==> config.mk <==
export PLATFORM = sky130hd
export DESIGN_NAME = cache_2vias_wb_flat
export DESIGN_NICKNAME = d
export VERILOG_FILES = /design/src/rtl/cache_2vias_wb_pkg.sv /design/src/rtl/cache_2vias_wb_if.sv /design/src/rtl/cache_2vias_wb_via.sv /design/src/rtl/cache_2vias_wb.sv /design/src/flat_wrapper.sv
export SDC_FILE = /design/constraint.sdc
export NUM_CORES = 1
export LEC_CHECK = 0
export ABC_AREA = 1
export BUFFER_PORTS_ARGS = -buffer_cell sky130_fd_sc_hd__buf_4
export CORE_MARGIN = 4
export CORE_UTILIZATION = 60
export DETAILED_ROUTE_END_ITERATION = 12
export PLACE_DENSITY = 0.79
export SLEW_MARGIN = 20
export SYNTH_ARGS = -nofsm -noshare
export SYNTH_HDL_FRONTEND = slang
export SYNTH_SLANG_ARGS = --single-unit
==> constraint.sdc <==
create_clock -name clock -period 2.9 [get_ports clock]
set_clock_uncertainty 0.05 [all_clocks]
set_input_delay 0.435 -clock clock [delete_from_list [all_inputs] [get_ports clock]]
set_output_delay 0.435 -clock clock [all_outputs]
set_load 0.01 [all_outputs]
==> src/rtl/cache_2vias_wb_pkg.sv <==
// Shared types for the 2-way write-back cache: controller states and the
// per-field write enables of one way's line storage.
package cache_pkg;

    localparam int NUM_VIAS = 2;

    typedef enum logic [2:0] {
        IDLE      = 3'd0,
        LOOKUP    = 3'd1,
        WRITEBACK = 3'd2,
        REFILL    = 3'd3,
        RESPOND   = 3'd4
    } state_e;

    // Line layout is {lru, val, dirty, tag, data}; lru is per set in the top,
    // the remaining fields are per way and individually writable.
    typedef struct packed {
        logic val;
        logic dirty;
        logic tag;
        logic data;
    } via_wen_t;

endpackage

==> src/rtl/cache_2vias_wb_if.sv <==
// Processor req/done and backing-memory req/ack buses of the cache.
interface cache_2vias_wb_if #(
    parameter int ADDR_W = 5,
    parameter int DATA_W = 4
);
    logic              cpu_req;
    logic              cpu_we;
    logic [ADDR_W-1:0] cpu_addr;
    logic [DATA_W-1:0] cpu_wdata;
    logic              cpu_busy;
    logic              cpu_done;
    logic [DATA_W-1:0] cpu_rdata;
    logic              cpu_hit;
    logic              mem_req;
    logic              mem_we;
    logic [ADDR_W-1:0] mem_addr;
    logic [DATA_W-1:0] mem_wdata;
    logic              mem_ack;
    logic [DATA_W-1:0] mem_rdata;

    modport slave (
        input  cpu_req, cpu_we, cpu_addr, cpu_wdata, mem_ack, mem_rdata,
        output cpu_busy, cpu_done, cpu_rdata, cpu_hit,
        output mem_req, mem_we, mem_addr, mem_wdata
    );

    modport master (
        output cpu_req, cpu_we, cpu_addr, cpu_wdata, mem_ack, mem_rdata,
        input  cpu_busy, cpu_done, cpu_rdata, cpu_hit,
        input  mem_req, mem_we, mem_addr, mem_wdata
    );
endinterface

==> src/rtl/cache_2vias_wb_via.sv <==
// Storage for one cache way: resettable valid/dirty bits, unreset tag/data
// arrays, combinational read and one synchronous write port.
module cache_via
    import cache_pkg::*;
#(
    parameter int INDEX_W = 3,
    parameter int TAG_W   = 2,
    parameter int DATA_W  = 4
) (
    input  logic               clock,
    input  logic               reset,
    input  logic [INDEX_W-1:0] rd_idx_i,
    output logic               rd_val_o,
    output logic               rd_dirty_o,
    output logic [TAG_W-1:0]   rd_tag_o,
    output logic [DATA_W-1:0]  rd_data_o,
    input  logic [INDEX_W-1:0] wr_idx_i,
    input  via_wen_t           wen_i,
    input  logic               wr_val_i,
    input  logic               wr_dirty_i,
    input  logic [TAG_W-1:0]   wr_tag_i,
    input  logic [DATA_W-1:0]  wr_data_i
);
    localparam int SETS = 1 << INDEX_W;

    logic [SETS-1:0]   val_q;
    logic [SETS-1:0]   dirty_q;
    logic [TAG_W-1:0]  tag_q  [SETS];
    logic [DATA_W-1:0] data_q [SETS];

    always_ff @(posedge clock or posedge reset) begin
        if (reset) begin
            val_q   <= '0;
            dirty_q <= '0;
        end else begin
            if (wen_i.val)   val_q[wr_idx_i]   <= wr_val_i;
            if (wen_i.dirty) dirty_q[wr_idx_i] <= wr_dirty_i;
        end
    end

    always_ff @(posedge clock) begin
        if (wen_i.tag)  tag_q[wr_idx_i]  <= wr_tag_i;
        if (wen_i.data) data_q[wr_idx_i] <= wr_data_i;
    end

    assign rd_val_o   = val_q[rd_idx_i];
    assign rd_dirty_o = dirty_q[rd_idx_i];
    assign rd_tag_o   = tag_q[rd_idx_i];
    assign rd_data_o  = data_q[rd_idx_i];

endmodule

==> src/rtl/cache_2vias_wb.sv <==
// 2-way set-associative write-back/write-allocate cache controller with true
// LRU per set, miss FSM toward backing memory and saturating statistics.
module cache_2vias_wb
    import cache_pkg::*;
#(
    parameter int INDEX_W = 3,
    parameter int TAG_W   = 2,
    parameter int DATA_W  = 4,
    parameter int CNT_W   = 8
) (
    input  logic             clock,
    input  logic             reset,
    cache_2vias_wb_if.slave  bus,
    output logic             dirty_wb,
    output logic [CNT_W-1:0] hit_count,
    output logic [CNT_W-1:0] miss_count,
    output logic [CNT_W-1:0] wb_count
);
    localparam int ADDR_W = TAG_W + INDEX_W;
    localparam int SETS   = 1 << INDEX_W;

    state_e              state_q, state_d;
    logic [ADDR_W-1:0]   addr_q;
    logic                we_q;
    logic [DATA_W-1:0]   wdata_q;
    logic                victim_q, victim_d;
    logic [SETS-1:0]     lru_q, lru_d;
    logic                done_q, done_d, hit_q, hit_d, dirty_wb_q, dirty_wb_d;
    logic [DATA_W-1:0]   rdata_q, rdata_d;
    logic [CNT_W-1:0]    hit_cnt_q, miss_cnt_q, wb_cnt_q;
    logic                hit_inc, miss_inc, wb_inc;

    logic [INDEX_W-1:0]                  idx;
    logic [TAG_W-1:0]                    tag;
    logic [NUM_VIAS-1:0]                 rd_val, rd_dirty, hit_way;
    logic [NUM_VIAS-1:0][TAG_W-1:0]      rd_tag;
    logic [NUM_VIAS-1:0][DATA_W-1:0]     rd_data;
    via_wen_t                            wen [NUM_VIAS];
    logic                                wr_dirty;
    logic [DATA_W-1:0]                   wr_data;
    logic                                hit_sel, miss_victim;

    assign idx = addr_q[INDEX_W-1:0];
    assign tag = addr_q[ADDR_W-1:INDEX_W];

    generate
        for (genvar w = 0; w < NUM_VIAS; w++) begin : g_via
            cache_via #(.INDEX_W(INDEX_W), .TAG_W(TAG_W), .DATA_W(DATA_W)) u_via (
                .clock      (clock),
                .reset      (reset),
                .rd_idx_i   (idx),
                .rd_val_o   (rd_val[w]),
                .rd_dirty_o (rd_dirty[w]),
                .rd_tag_o   (rd_tag[w]),
                .rd_data_o  (rd_data[w]),
                .wr_idx_i   (idx),
                .wen_i      (wen[w]),
                .wr_val_i   (1'b1),
                .wr_dirty_i (wr_dirty),
                .wr_tag_i   (tag),
                .wr_data_i  (wr_data)
            );
            assign hit_way[w] = rd_val[w] && (rd_tag[w] == tag);
        end
    endgenerate

    // Way 0 wins a double match; invalid ways are filled before evicting LRU.
    assign hit_sel     = ~hit_way[0];
    assign miss_victim = !rd_val[0] ? 1'b0 : (!rd_val[1] ? 1'b1 : lru_q[idx]);

    always_comb begin
        state_d    = state_q;
        victim_d   = victim_q;
        lru_d      = lru_q;
        rdata_d    = rdata_q;
        done_d     = 1'b0;
        hit_d      = 1'b0;
        dirty_wb_d = 1'b0;
        hit_inc    = 1'b0;
        miss_inc   = 1'b0;
        wb_inc     = 1'b0;
        for (int w = 0; w < NUM_VIAS; w++) wen[w] = '0;
        wr_dirty      = 1'b0;
        wr_data       = wdata_q;
        bus.mem_req   = 1'b0;
        bus.mem_we    = 1'b0;
        bus.mem_addr  = '0;
        bus.mem_wdata = '0;
        unique case (state_q)
            IDLE: if (bus.cpu_req) state_d = LOOKUP;
            LOOKUP: begin
                if (|hit_way) begin
                    hit_inc    = 1'b1;
                    done_d     = 1'b1;
                    hit_d      = 1'b1;
                    lru_d[idx] = ~hit_sel;
                    state_d    = IDLE;
                    if (we_q) begin
                        wen[hit_sel].data  = 1'b1;
                        wen[hit_sel].dirty = 1'b1;
                        wr_dirty           = 1'b1;
                    end else begin
                        rdata_d = rd_data[hit_sel];
                    end
                end else begin
                    miss_inc = 1'b1;
                    victim_d = miss_victim;
                    state_d  = (rd_val[miss_victim] && rd_dirty[miss_victim]) ? WRITEBACK : REFILL;
                end
            end
            WRITEBACK: begin
                bus.mem_req   = 1'b1;
                bus.mem_we    = 1'b1;
                bus.mem_addr  = {rd_tag[victim_q], idx};
                bus.mem_wdata = rd_data[victim_q];
                if (bus.mem_ack) begin
                    dirty_wb_d = 1'b1;
                    wb_inc     = 1'b1;
                    state_d    = REFILL;
                end
            end
            REFILL: begin
                bus.mem_req  = 1'b1;
                bus.mem_addr = addr_q;
                if (bus.mem_ack) begin
                    wen[victim_q] = '{val: 1'b1, dirty: 1'b1, tag: 1'b1, data: 1'b1};
                    wr_dirty      = we_q;
                    wr_data       = we_q ? wdata_q : bus.mem_rdata;
                    if (!we_q) rdata_d = bus.mem_rdata;
                    lru_d[idx]    = ~victim_q;
                    done_d        = 1'b1;
                    state_d       = RESPOND;
                end
            end
            RESPOND: state_d = IDLE;
            default: state_d = IDLE;
        endcase
    end

    always_ff @(posedge clock or posedge reset) begin
        if (reset) begin
            state_q    <= IDLE;
            addr_q     <= '0;
            we_q       <= 1'b0;
            wdata_q    <= '0;
            victim_q   <= 1'b0;
            lru_q      <= '0;
            done_q     <= 1'b0;
            hit_q      <= 1'b0;
            rdata_q    <= '0;
            dirty_wb_q <= 1'b0;
            hit_cnt_q  <= '0;
            miss_cnt_q <= '0;
            wb_cnt_q   <= '0;
        end else begin
            state_q    <= state_d;
            victim_q   <= victim_d;
            lru_q      <= lru_d;
            done_q     <= done_d;
            hit_q      <= hit_d;
            rdata_q    <= rdata_d;
            dirty_wb_q <= dirty_wb_d;
            if (state_q == IDLE && bus.cpu_req) begin
                addr_q  <= bus.cpu_addr;
                we_q    <= bus.cpu_we;
                wdata_q <= bus.cpu_wdata;
            end
            if (hit_inc  && hit_cnt_q  != '1) hit_cnt_q  <= hit_cnt_q  + 1'b1;
            if (miss_inc && miss_cnt_q != '1) miss_cnt_q <= miss_cnt_q + 1'b1;
            if (wb_inc   && wb_cnt_q   != '1) wb_cnt_q   <= wb_cnt_q   + 1'b1;
        end
    end

    assign bus.cpu_busy  = (state_q != IDLE);
    assign bus.cpu_done  = done_q;
    assign bus.cpu_hit   = hit_q;
    assign bus.cpu_rdata = rdata_q;
    assign dirty_wb      = dirty_wb_q;
    assign hit_count     = hit_cnt_q;
    assign miss_count    = miss_cnt_q;
    assign wb_count      = wb_cnt_q;

endmodule

==> src/flat_wrapper.sv <==
// flat-port wrapper written by rule: the top's interface ports become plain ports
module cache_2vias_wb_flat import cache_pkg::*;
#(
    parameter int INDEX_W = 3,
    parameter int TAG_W   = 2,
    parameter int DATA_W  = 4,
    parameter int CNT_W   = 8
)
  (clock, reset, dirty_wb, hit_count, miss_count, wb_count, bus_cpu_req, bus_cpu_we, bus_cpu_addr, bus_cpu_wdata, bus_mem_ack, bus_mem_rdata, bus_cpu_busy, bus_cpu_done, bus_cpu_rdata, bus_cpu_hit, bus_mem_req, bus_mem_we, bus_mem_addr, bus_mem_wdata);
  cache_2vias_wb_if #(.ADDR_W((TAG_W + INDEX_W)), .DATA_W(DATA_W)) bus_i ();
  input  logic clock;
  input  logic reset;
  output logic dirty_wb;
  output logic [CNT_W-1:0] hit_count;
  output logic [CNT_W-1:0] miss_count;
  output logic [CNT_W-1:0] wb_count;
  input wire logic [$bits(bus_i.cpu_req)-1:0] bus_cpu_req;
  input wire logic [$bits(bus_i.cpu_we)-1:0] bus_cpu_we;
  input wire logic [$bits(bus_i.cpu_addr)-1:0] bus_cpu_addr;
  input wire logic [$bits(bus_i.cpu_wdata)-1:0] bus_cpu_wdata;
  input wire logic [$bits(bus_i.mem_ack)-1:0] bus_mem_ack;
  input wire logic [$bits(bus_i.mem_rdata)-1:0] bus_mem_rdata;
  output wire logic [$bits(bus_i.cpu_busy)-1:0] bus_cpu_busy;
  output wire logic [$bits(bus_i.cpu_done)-1:0] bus_cpu_done;
  output wire logic [$bits(bus_i.cpu_rdata)-1:0] bus_cpu_rdata;
  output wire logic [$bits(bus_i.cpu_hit)-1:0] bus_cpu_hit;
  output wire logic [$bits(bus_i.mem_req)-1:0] bus_mem_req;
  output wire logic [$bits(bus_i.mem_we)-1:0] bus_mem_we;
  output wire logic [$bits(bus_i.mem_addr)-1:0] bus_mem_addr;
  output wire logic [$bits(bus_i.mem_wdata)-1:0] bus_mem_wdata;
  assign bus_i.cpu_req = bus_cpu_req;
  assign bus_i.cpu_we = bus_cpu_we;
  assign bus_i.cpu_addr = bus_cpu_addr;
  assign bus_i.cpu_wdata = bus_cpu_wdata;
  assign bus_i.mem_ack = bus_mem_ack;
  assign bus_i.mem_rdata = bus_mem_rdata;
  assign bus_cpu_busy = bus_i.cpu_busy;
  assign bus_cpu_done = bus_i.cpu_done;
  assign bus_cpu_rdata = bus_i.cpu_rdata;
  assign bus_cpu_hit = bus_i.cpu_hit;
  assign bus_mem_req = bus_i.mem_req;
  assign bus_mem_we = bus_i.mem_we;
  assign bus_mem_addr = bus_i.mem_addr;
  assign bus_mem_wdata = bus_i.mem_wdata;
  cache_2vias_wb #(.INDEX_W(INDEX_W), .TAG_W(TAG_W), .DATA_W(DATA_W), .CNT_W(CNT_W)) u_core (.clock(clock), .reset(reset), .bus(bus_i), .dirty_wb(dirty_wb), .hit_count(hit_count), .miss_count(miss_count), .wb_count(wb_count));
endmodule
Word-level counts from Yosys, hierarchy flattened --
Memories as Yosys holds them, arrays and structs flattened. Cells that the tools add are included.
Storage, ports and cells: register bits after elaboration 85, RAM bits 96, bits of input ports 18, output and inout bits 43, logic and storage cells 152, memories kept 4
Operators by class: add/sub/neg operators 3, magnitude comparators 9, equal/unequal tests 14, mux-type cells 79, bitwise operators 7, reductions and logical operators 19
Memory list:
- u_core.g_via[0].u_via.data_q | depth 8, bits a word 4, read ports 1, clocked after memory_dff 0, write ports 1, RTL line cache_2vias_wb_via.sv:29 | logic [DATA_W-1:0] data_q [SETS];
- u_core.g_via[1].u_via.data_q | depth 8, bits a word 4, read ports 1, clocked after memory_dff 0, write ports 1, RTL line cache_2vias_wb_via.sv:29
- u_core.g_via[0].u_via.tag_q | depth 8, bits a word 2, read ports 1, clocked after memory_dff 0, write ports 1, RTL line cache_2vias_wb_via.sv:28 | logic [TAG_W-1:0] tag_q [SETS];
- u_core.g_via[1].u_via.tag_q | depth 8, bits a word 2, read ports 1, clocked after memory_dff 0, write ports 1, RTL line cache_2vias_wb_via.sv:28
Operator list (number):
- 2-to-1 mux 4 bit | 13
- bitwise mux 8 bit | 5
- 2-to-1 mux 8 bit | 5
- 2-to-1 mux 1 bit | 33
- case mux 8 bit (2 select lines) | 2
- adder 8 x 1 -> 8 bit, second input constant | 3
- != test 8 bit, second input constant | 3
- bitwise OR 8 bit | 2
- binary-select mux 1 bit (select 3 bit) | 5
- 2-to-1 mux 3 bit | 5
- demux 4 bit (select 1 bit) | 3
- case mux 3 bit (4 select lines) | 1
- logical AND 1 bit | 10
- != test 2 bit, second input constant | 5
- case mux 5 bit (2 select lines) | 1
- case mux 4 bit (2 select lines) | 1
- == test 3 x 2 -> 1 bit, second input constant | 2
- < comparator 1 x 2 -> 1 bit, second input constant | 3
- AND reduction 3 bit | 2
- AND reduction 5 bit | 1
- == test 2 bit | 2
- greater-or-equal comparator 2 bit, second input constant | 2
- < comparator 2 x 1 -> 1 bit, second input constant | 2
- < comparator 3 x 4 -> 1 bit, second input constant | 1
- other kinds (13) | 19

Depth between registers and ports, before layout --
Gate-level depths: netlist (run 1).
word-level depth 15, mapped depth 20, mapped depth without buffers 16

By module --
Synthesis (run 1) repeated with hierarchy kept, for this count alone.
Second synthesis, totals: cells, all modules 1099, area, all modules 9158.8 µm²
Modules (own cells, without submodules):
- cache_via (u_core.g_via[0].u_via) | times used 1, cells each 365, area each 3106.7 µm², sequential area each 1841.8 µm²
- cache_via (u_core.g_via[1].u_via) | times used 1, cells each 365, area each 3090.5 µm², sequential area each 1841.8 µm²
- cache_2vias_wb | times used 1, cells each 369, area each 2961.6 µm², sequential area each 1326.3 µm²

Least setup slack after synthesis (run 1) --
No wires, ideal clock.
path kind flip-flop to output port, start point register u_core.addr_q[0], end point output port bus_mem_wdata[2], arrival 1704 ps, data required time 2415 ps, path slack 711 ps, stages on the path, launching flop included 11, path buffers 4, path through dfrtp_1 -> buf_6 -> buf_8 -> buf_6 -> buf_4 -> nor2_2 -> nand2_1 -> nand4_1 -> or2_1 -> o21ai_0 -> a21oi_1
Between the ends: word-level cells in the longest chain between the ends 4, elaborated cells on any way between the ends 5, classes of those cells 3 x mux; 2 x memory
RTL lines:
- start, declared | RTL line cache_2vias_wb.sv:23 | logic [ADDR_W-1:0] addr_q;
- start signal, assigned | RTL line cache_2vias_wb.sv:164 | addr_q <= bus.cpu_addr;
- memory read (8 x 4 bit)
- 2-to-1 mux 4 bit (implied by the code) * (2 in a row) | RTL line cache_2vias_wb.sv:115 | bus.mem_wdata = rd_data[victim_q];
- 2-to-1 mux 4 bit * | RTL line cache_2vias_wb.sv:89 | unique case (state_q)
- end, declared | RTL line flat_wrapper.sv:30 | output wire logic [$bits(bus_i.mem_wdata)-1:0] bus_mem_wdata;
Mark *: on every way between the ends. The rest lies on a longest branch, timed or not. The select of a mux whose other input is x is not followed.

Worst setup path after layout (run 1) --
start point register u_core.addr_q[0], end point output port bus_mem_wdata[1]
Same word-level chain as after synthesis.

==> flow_summary.yaml, run 1 <==
pwr:
  switching_share_pct: 41.6
  switching_power_mw: 4.24
  p_seq_share_pct: 36.0
  p_int_mw: 5.95
  powerDensity_mw_per_mm2: 1030
  comb_power_share_pct: 42.2
  ir_drop_uv: 582
  p_leak_nw: 4.65
  clkPwrFrac_pct: 21.9
critical_path:
  rr_worst_depth: 11
  path_cells: "buf_12 > buf_6 > nand2_4 > inv_4 > nand2_1 > nand2_1 > inv_1 > nand4_1 > inv_1 > a21oi_2 > buf_4"
  start_kind: "flip-flop"
  crit_slowest_cell: "dfrtp_2"
  crit_buf_inv: 6
  cp.depth: 11
  crit_type: "reg2out"
  slowest_delay_ns: 0.48
  critical_path_arrival_ns: 2.32
  path_delay_family: "buffers and inverters"
  crit_path_end_kind: "primary output"
  critical_path.max_fanout: 19
  required_ns: 2.41
timing:
  hold-worst-slack_ns: 0.0353
  worst-slew-pin-transition_ns: 0.691
  rsz0062_at_grt: "yes"
  hold_viol: 0
  fin_crit_ns: 2.81
  fin_crit_sh_pct: 96.8
  final-setup-viol-count: 0
  max_freq_mhz: 356
  drv_slew: 0
  relSlewSlack_pct: 53.9
cells_and_area:
  drive_above_1_share_pct: 19.0
  most-common-layout-cells: "nand2_1 (319), edfxtp_1 (96), buf_4 (84)"
  final_common_cell: "nand2_1"
  fillers: 1014
  diodes: 0
  multiInputGateArea_mm2: 0.00301
  areaGrowthSynthToFinish_pct: 16.3
  fin_nets: 1030
  seq_area_mm2: 0.00501
  final_util_pct: 71.5
cts:
  cts_root_buf: "clkbuf_16"
  ctsHoldBuffers: 0
  cts_tree: "built"
  cts_sinks: 181
  clk_path_buf_depth: 2
  insertion_delay_ns: 0.43
  htreeDepth: 4
  numCtsBuffers: 17
  clk_pin_slew_ns: 0.07
synthesis:
  netlist_area_mm2: 0.00853
  synthFlopType: "edfxtp_1"
  ys_warn_count: 0
  synth.distinct_cells: 40
  ys_seq_elements: 181
  syn_inst: 926
  synth_area_per_cell_um2: 9.22
  syn_nets: 947
  synthArstFlopShare_pct: 47.0
  synth_edf_count: 96
  yosysSeqAreaShare_pct: 58.7
detailed_routing:
  wl_um: 21000
  drcViolationCount: 0
  dr.pass1.iters: 8
  wl_per_cell_um: 17.5
  ant_nets: 0
  vias: 6683
  drtIter0Drc: 851
  vias_per_cell: 5.56
floorplan:
  start_util_pct: 61.5
  placementRows: 43
  die_w_um: 127
  die-area_mm2: 0.0162
  core_mm2: 0.0139
  die_y_um: 127
  io-pin-count: 61
grt:
  grt_usage_pct: 26.3
  grt_max_degree: 38
  grt_pass1_wl_um: 33100
  gr-total-overflow: 0
  grt_pass1_vias: 6421
  antenna_found_initial: 0
place:
  dp_hpwl_um: 14400
  gp_congestion: 0.948
  port_buffers: 60
run_status:
  status: "completed"
worst_hold_path:
  min_path_type: "in2async"
flow_run:
  maxCapViolCount: 0
==> flip-flops by register name, summed over array words and instances, names as in the netlist, 3 cells and up <==
signal / count
u_core.addr_q: 5
u_core.bus.cpu_rdata: 4
u_core.state_q: 3
u_core.g_via.u_via.dirty_q: 16
u_core.wdata_q: 4
u_core.g_via.u_via.tag_q: 32
u_core.g_via.u_via.data_q: 64
u_core.wb_count: 8
u_core.g_via.u_via.val_q: 16
u_core.hit_count: 8
u_core.miss_count: 8
u_core.lru_q: 8
==> cell families after synthesis <==
family / Yosys count / share of synthesized area [%]
compound gates: 75 / 4.82
flops: 181 / 58.7
mux: 9 / 1.19
fa+ha+maj: 3 / 0.440
xor+xnor: 19 / 1.95
simple gates: 522 / 26.3
buf+inv: 117 / 6.58
==> metal layers <==
metal | GRT usage, % | share of wire (%) | vias to the layer above
met5 | 0 | 0 | -
li1 | - | - | 3164
met4 | 10.2 | 2.7 | 0
met3 | 4.85 | 7.6 | 50
met1 | 35.2 | 41 | 3151
met2 | 43.0 | 49 | 318
==> worst paths after layout <==
check	start	to	slack, ns
min in group clock	bus_cpu_wdata[2]	u_core.wdata_q[2]$_DFFE_PP0P_	0.18
setup / recovery	u_core.addr_q[0]$_DFFE_PP0P_	bus_mem_wdata[1]	0.09
setup reg to reg	u_core.addr_q[0]$_DFFE_PP0P_	u_core.g_via[0].u_via.data_q[0][2]$_DFFE_PP_	0.21
hold / removal	reset	u_core.hit_count[6]$_DFFE_PP0P_	0.04
hold reg to reg	u_core.lru_q[5]$_DFFE_PP0P_	u_core.lru_q[5]$_DFFE_PP0P_	0.43
max in group asynchronous	reset	u_core.g_via[1].u_via.dirty_q[3]$_DFFE_PP0P_	1.98
==> power by group through the flow <==
stage / Sequential, mW / Combinational (mW) / Clock [mW]
after floorplan: 3.65 / 2.75 / 0
after CTS: 3.64 / 4.04 / 2.25
final: 3.66 / 4.29 / 2.23
after global routing: 3.70 / 4.72 / 2.38
after global placement: 3.67 / 3.92 / 0
after detailed placement: 3.68 / 3.98 / 0
==> final cells by class <==
type,count,share of cell area (%)
timing repair inverter,1,0.0883
tap,180,2.27
multi-input combinational,628,30.4
clock inverter,15,1.56
inverter,91,3.63
sequential,181,50.5
timing repair buffer,89,7.28
clock buffer,17,4.29
==> cell usage after synthesis (2+ instances only) <==
cell	instances	area, um2
a21oi_1	28	140
a22oi_1	7	52.6
buf_1	2	7.51
buf_12	2	40.0
buf_2	7	35.0
buf_4	3	22.5
buf_6	6	67.6
buf_8	2	30.0
clkbuf_1	4	15.0
dfrtp_1	85	2130
edfxtp_1	96	2880
ha_1	3	37.5
inv_1	80	300
inv_2	9	33.8
mux2_2	9	101
nand2_1	323	1210
nand2_2	6	37.5
nand2_4	4	45.0
nand3_1	66	330
nand3_2	2	20.0
nand3b_1	4	30.0
nand4_1	8	50.1
nor2_1	72	270
nor2_2	8	50.1
nor2_4	5	56.3
nor3_1	5	25.0
o21ai_0	33	165
o21ai_1	3	15.0
or2_2	16	100
xnor2_1	10	87.6
xor2_1	9	78.8
==> per-stage QoR <==
stage	TNS [ns]	total power, mW	worst slack [ns]	instance area (um2)	cells
5_1_grt	-0.0789	10.8	-0.0163	9920	1202
4_1_cts	0	9.93	0.00171	9770	1193
3_5_place_dp	0	7.66	0.314	9170	1161
3_3_place_gp	0	7.60	0.393	9170	1161
2_1_floorplan	0	6.40	0.222	8530	926
6_report	0	10.2	0.0922	9920	1202
==> repair_timing <==
| item | 4_1_cts | 5_1_grt |
|---|---|---|
| gates cloned | 0 | 2 |
| setup buffers | 0 | 7 |
| gates resized for setup | 7 | 19 |
| endpoints found under the setup margin | 4 | 4 |
| pin swaps | 0 | 2 |
Power figures use the tool's default switching activity.
==> inputs of run 2 (changes only) <==
Settings changed: SLEW_MARGIN 20 to 25.
Clock period 2.9 ns to 3.3 ns, I/O delays scaled along.
==> run 2 against run 1 <==
Net effect:
- non-clock buffer count down 14
- final cell count shrank 1.2%
- largest power group unchanged
- global-route usage decreased by 1.1 points
- register-to-register slack improved by 0.29 ns
- highest routed layer unchanged
- first-iteration DRC count shrank 20%
- sequential power fell by 11%
- sequential share of layout area up 0.79 points
- clock-buffer cell count unchanged
- setup slack better by 0.080 ns
- power is 14% lower
- via count shrank 2.1%
- clock power is 9% lower
==> flow_summary.yaml, run 2 (synthesis results as in run 1) <==
run_status:
  status: "completed"
detailed_routing:
  wl_um: 19800
  vias: 6544
  wl_per_cell_um: 16.7
  drcViolationCount: 0
  vias_per_cell: 5.51
  ant_nets: 0
  drtIter0Drc: 685
  dr.pass1.iters: 5
cells_and_area:
  fillers: 1026
  design_area_mm2: 0.00977
  diodes: 0
  drive_above_1_share_pct: 17.4
  fin_nets: 1015
  final_util_pct: 70.4
  most-common-layout-cells: "nand2_1 (321), edfxtp_1 (96), dfrtp_1 (83)"
  areaGrowthSynthToFinish_pct: 14.5
  largest_reg_flops: 64
  final_cells: 1187
  largest-register: "u_core.g_via.u_via.data_q"
  reg_top3: "u_core.g_via.u_via.data_q x64, u_core.g_via.u_via.tag_q x32"
  final_common_cell: "nand2_1"
pwr:
  switching_power_mw: 3.66
  powerDensity_mw_per_mm2: 896
  p_leak_nw: 4.56
  comb_power_share_pct: 39.6
  p_int_mw: 5.09
  clkPwrFrac_pct: 23.3
  ir_drop_uv: 575
  p_seq_share_pct: 37.1
  switching_share_pct: 41.8
place:
  placed_area_mm2: 0.00910
  gp_congestion: 0.837
  preCtsSetupSlack_ns: 0.430
  port_buffers: 60
  dp_hpwl_um: 13800
  dp_cells: 1152
grt:
  gr-total-overflow: 0
  grt_pass1_wl_um: 31600
  grt_usage_pct: 25.2
  grt_max_degree: 49
  grt_pass1_vias: 6234
  antenna_found_initial: 0
critical_path:
  required_ns: 2.75
  crit-reg2reg-launch: "u_core.addr_q[1]$_DFFE_PP0P_"
  crit_type: "reg2out"
  crit_slowest_cell: "dfrtp_2"
  start_kind: "flip-flop"
  critical_path.max_fanout: 14
  crit_path_end_kind: "primary output"
  reg2reg_to: "u_core.g_via[0].u_via.data_q[5][2]$_DFFE_PP_"
  critical_path_arrival_ns: 2.58
  reg2reg_setup_slack_ns: 0.50
  crit_buf_inv: 2
  rr_worst_depth: 11
  slowest_delay_ns: 0.56
  path_delay_family: "simple AND/OR/NAND/NOR gates"
  path_cells: "nand2_1 > nor2_2 > a22oi_1 > nand4_1 > inv_1 > a21oi_1 > buf_4"
flow_run:
  maxCapViolCount: 0
cts:
  insertion_delay_ns: 0.44
  cts_root_buf: "clkbuf_16"
  ctsHoldBuffers: 0
  cts_tree: "built"
  clk_pin_slew_ns: 0.08
  numCtsBuffers: 17
  clk_path_buf_depth: 2
  cts_sinks: 181
  htreeDepth: 4
timing:
  finalSetupTns_ns: 0
  max_freq_mhz: 320
  fin_crit_ns: 3.13
  worst-slew-pin-transition_ns: 0.846
  hold_viol: 0
  fin_crit_sh_pct: 94.8
  relSlewSlack_pct: 43.4
  final-setup-viol-count: 0
  drv_slew: 0
  final.setup.worst_slack_ns: 0.172
  rsz0062_at_grt: "no"
floorplan:
  die-area_mm2: 0.0162
  core_mm2: 0.0139
  die_y_um: 127
  placementRows: 43
  io-pin-count: 61
  start_util_pct: 61.5
  die_w_um: 127
worst_hold_path:
  min_path_type: "in2async"
==> run 2: cell count changes in the layout (fill, tap and decap cells not counted), sizes merged <==
cell,before,now
clkbuf,18,17
clkinv,7,9
clkinvlp,1,2
inv,99,95
buf,88,75
==> run 2: per-layer routing <==
layer	share of wire, %	vias up	global-route usage [%]
met3	5.6	53	5.06
met4	3.1	0	10.0
li1	-	3130	-
met5	0	-	0
met1	42	3138	33.2
met2	49	223	41.2
==> run 2: what timing repair did <==
action / CTS / global route
buffers inserted: 0 / 3
hold endpoints to repair: 0 / 0
resized for setup: 1 / 7
cloned: 0 / 0
endpoints found under the setup margin: 2 / 4
==> run 2: area by class of cell <==
type,instances,area (um2),share of cell area (%)
clock buffer,17,425,4.35
inverter,91,355,3.64
sequential,181,5010,51.3
tap,180,225,2.31
clock inverter,15,199,2.04
multi-input combinational,628,2970,30.4
timing repair buffer,75,579,5.93
==> run 2: metrics by stage <==
stage | total power [mW] | hold WS [ns]
after floorplan | 5.62 | 0.374
after global placement | 6.59 | 0.386
after detailed placement | 6.65 | 0.402
after CTS | 8.71 | 0.0560
after global routing | 9.29 | 0.0790
final | 8.75 | 0.0439
==> run 2: worst max-delay path by stage <==
| stage | slack [ns] | start | depth (start not counted) | endpoint |
|---|---|---|---|---|
| floorplan | 0.56 | reset | 1 | u_core.addr_q[0]$_DFFE_PP0P_ |
| global placement | 0.53 | u_core.addr_q[1]$_DFFE_PP0P_ | 10 | bus_mem_wdata[2] |
| detailed placement | 0.43 | u_core.addr_q[1]$_DFFE_PP0P_ | 10 | u_core.g_via[0].u_via.data_q[5][2]$_DFFE_PP_ |
| CTS | 0.09 | u_core.addr_q[1]$_DFFE_PP0P_ | 11 | bus_mem_wdata[1] |
| global route | 0.07 | u_core.addr_q[0]$_DFFE_PP0P_ | 9 | bus_mem_wdata[2] |
| finish | 0.17 | u_core.addr_q[1]$_DFFE_PP0P_ | 7 | bus_mem_wdata[1] |
==> run 2: power groups by stage <==
stage                     sequential (mW)  clock, mW  combinational (mW)
after floorplan                      3.21          0                2.42
after global placement               3.27          0                3.32
after detailed placement             3.28          0                3.37
after CTS                            3.24       2.07                3.41
after global routing                 3.30       2.16                3.83
final                                3.25       2.04                3.46
==> inputs of run 3 (changes only) <==
Settings changed: ABC_CLOCK_PERIOD_IN_PS set to 3300, CELL_PAD_IN_SITES_DETAIL_PLACEMENT set to 1, CELL_PAD_IN_SITES_GLOBAL_PLACEMENT set to 1, CORE_UTILIZATION 60 to 50, PLACE_DENSITY 0.79 to not set, PLACE_DENSITY_LB_ADDON set to 0.1.
==> run 3 against run 2 <==
Net effect:
- setup slack gained 0.024 ns
- clock-buffer cell count grew 1
- final cell count grew 3.3%
- cell area shrank 0.60%
- register-to-register slack lost 0.03 ns
- non-clock buffer count shrank 1
- combinational power grew 6.6%
- first-iteration DRC count shrank 31%
- wire length grew 24%
- sequential share of layout area grew 0.30 points
- sequential power shrank 1%
- maximum frequency grew 0.77%
==> flow_summary.yaml, run 3 (synthesis results as in run 1) <==
cells_and_area:
  largest-register: "u_core.g_via.u_via.data_q"
  reg_top3: "u_core.g_via.u_via.data_q x64, u_core.g_via.u_via.tag_q x32"
  diodes: 0
  areaGrowthSynthToFinish_pct: 13.8
  fin_nets: 1014
  most-common-layout-cells: "nand2_1 (323), edfxtp_1 (96), dfrtp_1 (84)"
  largest_reg_flops: 64
  final_common_cell: "nand2_1"
  final_util_pct: 58.3
  final_cells: 1226
  drive_above_1_share_pct: 16.7
  fillers: 1946
  design_area_mm2: 0.00971
run_status:
  status: "completed"
flow_run:
  maxCapViolCount: 0
floorplan:
  start_util_pct: 51.3
  die_w_um: 139
  placementRows: 47
  die-area_mm2: 0.0192
  core_mm2: 0.0166
  io-pin-count: 61
  die_y_um: 139
timing:
  max_freq_mhz: 322
  fin_crit_sh_pct: 94.0
  worst-slew-pin-transition_ns: 0.876
  final-setup-viol-count: 0
  drv_slew: 0
  hold-worst-slack_ns: 0.148
  relSlewSlack_pct: 41.4
  finalSetupTns_ns: 0
  rsz0062_at_grt: "no"
  fin_crit_ns: 3.10
  hold_viol: 0
cts:
  htreeDepth: 4
  cts_tree: "built"
  numCtsBuffers: 17
  ctsHoldBuffers: 0
  clk_pin_slew_ns: 0.07
  insertion_delay_ns: 0.44
  post_cts_buffers: 0
  cts_root_buf: "clkbuf_16"
  clk_path_buf_depth: 2
  cts_sinks: 181
detailed_routing:
  dr.pass1.iters: 5
  vias: 6696
  drtIter0Drc: 475
  vias_per_cell: 5.46
  ant_nets: 0
  drcViolationCount: 0
  wl_per_cell_um: 20.0
  wl_um: 24600
critical_path:
  critical_path_arrival_ns: 2.56
  start_kind: "flip-flop"
  required_ns: 2.75
  critical_path.max_fanout: 12
  crit_path_end_kind: "primary output"
  crit_type: "reg2out"
pwr:
  p_leak_nw: 4.53
  switching_power_mw: 3.84
  p_seq_share_pct: 36.2
  p_int_mw: 5.03
  ir_drop_uv: 461
  comb_power_share_pct: 41.7
  switching_share_pct: 43.3
  clkPwrFrac_pct: 22.2
  powerDensity_mw_per_mm2: 914
place:
  placed_area_mm2: 0.00915
  gp_congestion: 0.803
  dp_hpwl_um: 17100
  port_buffers: 60
  dp_cells: 1194
grt:
  grt_pass1_vias: 7185
  grt_pass1_wl_um: 39600
  antenna_found_initial: 0
  grt_max_degree: 49
  gr-total-overflow: 0
  grt_usage_pct: 26.4
worst_hold_path:
  min_path_type: "in2async"
run 3: changes by cell type in the layout (fill, tap and decap cells not counted), sizes merged:
cell      change
buf           -1
clkbuf        +1
clkinvlp      -1
run 3: metal layers:
layer | vias to the layer above | share of wire [%] | GRT usage [%]
met1 | 3404 | 42 | 33.0
met2 | 131 | 52 | 46.3
met3 | 48 | 3.8 | 5.00
met5 | - | 0 | 0
met4 | 0 | 2.5 | 8.86
li1 | 3113 | - | -
run 3: worst paths after layout:
kind                                                                 start                                      endpoint  slack, ns  cells past startpoint
worst max-delay path                          u_core.addr_q[2]$_DFFE_PP0P_                              bus_mem_wdata[2]       0.20                      9
worst min-delay path                                                 reset                  u_core.bus.cpu_hit$_DFF_PP0_       0.15                      2
worst max register to register                u_core.addr_q[2]$_DFFE_PP0P_  u_core.g_via[1].u_via.data_q[6][3]$_DFFE_PP_       0.47                     14
worst min register to register  u_core.g_via[1].u_via.val_q[6]$_DFFE_PP0P_    u_core.g_via[1].u_via.val_q[6]$_DFFE_PP0P_       0.42                      1
max in group asynchronous                                            reset  u_core.g_via[1].u_via.dirty_q[2]$_DFFE_PP0P_       2.26                      3
min in group clock                                        bus_cpu_wdata[1]                 u_core.wdata_q[1]$_DFFE_PP0P_       0.24                      2
run 3: metrics by stage:
step | total power, mW | setup slack [ns]
detailed placement | 6.90 | 0.510
floorplan | 5.62 | 0.562
global route | 9.43 | 0.0306
CTS | 8.88 | 0.0813
global placement | 6.80 | 0.649
finish | 8.87 | 0.196
run 3: cell type report:
class                      count  area [um2]  area share [%]
clock inverter                14         121            1.25
inverter                      91         345            3.56
clock buffer                  18         429            4.42
multi-input combinational    628        2970            30.6
sequential                   181        5010            51.6
timing repair buffer          74         556            5.72
tap                          220         275            2.83
run 3: worst max-delay path: stages (launching register included):
cell and delay, ns:
dfrtp_1 0.52, inv_1 0.36, nand2_1 0.23, nor2_4 0.28
nand2_1 0.09, nand4_1 0.09, or2_1 0.12, o21ai_0 0.07
a21oi_1 0.19, buf_4 0.16
run 3: power by group through the flow:
stage	Combinational [mW]	Sequential, mW	Clock (mW)
floorplan	2.42	3.21	0
global placement	3.56	3.24	0
detailed placement	3.66	3.24	0
CTS	3.70	3.21	1.97
global route	4.10	3.25	2.08
finish	3.69	3.21	1.97
run 3: what timing repair did:
item                                   CTS  global route
resized for setup                        0             2
setup endpoints to repair                0             2
endpoints found under the hold margin    0             0
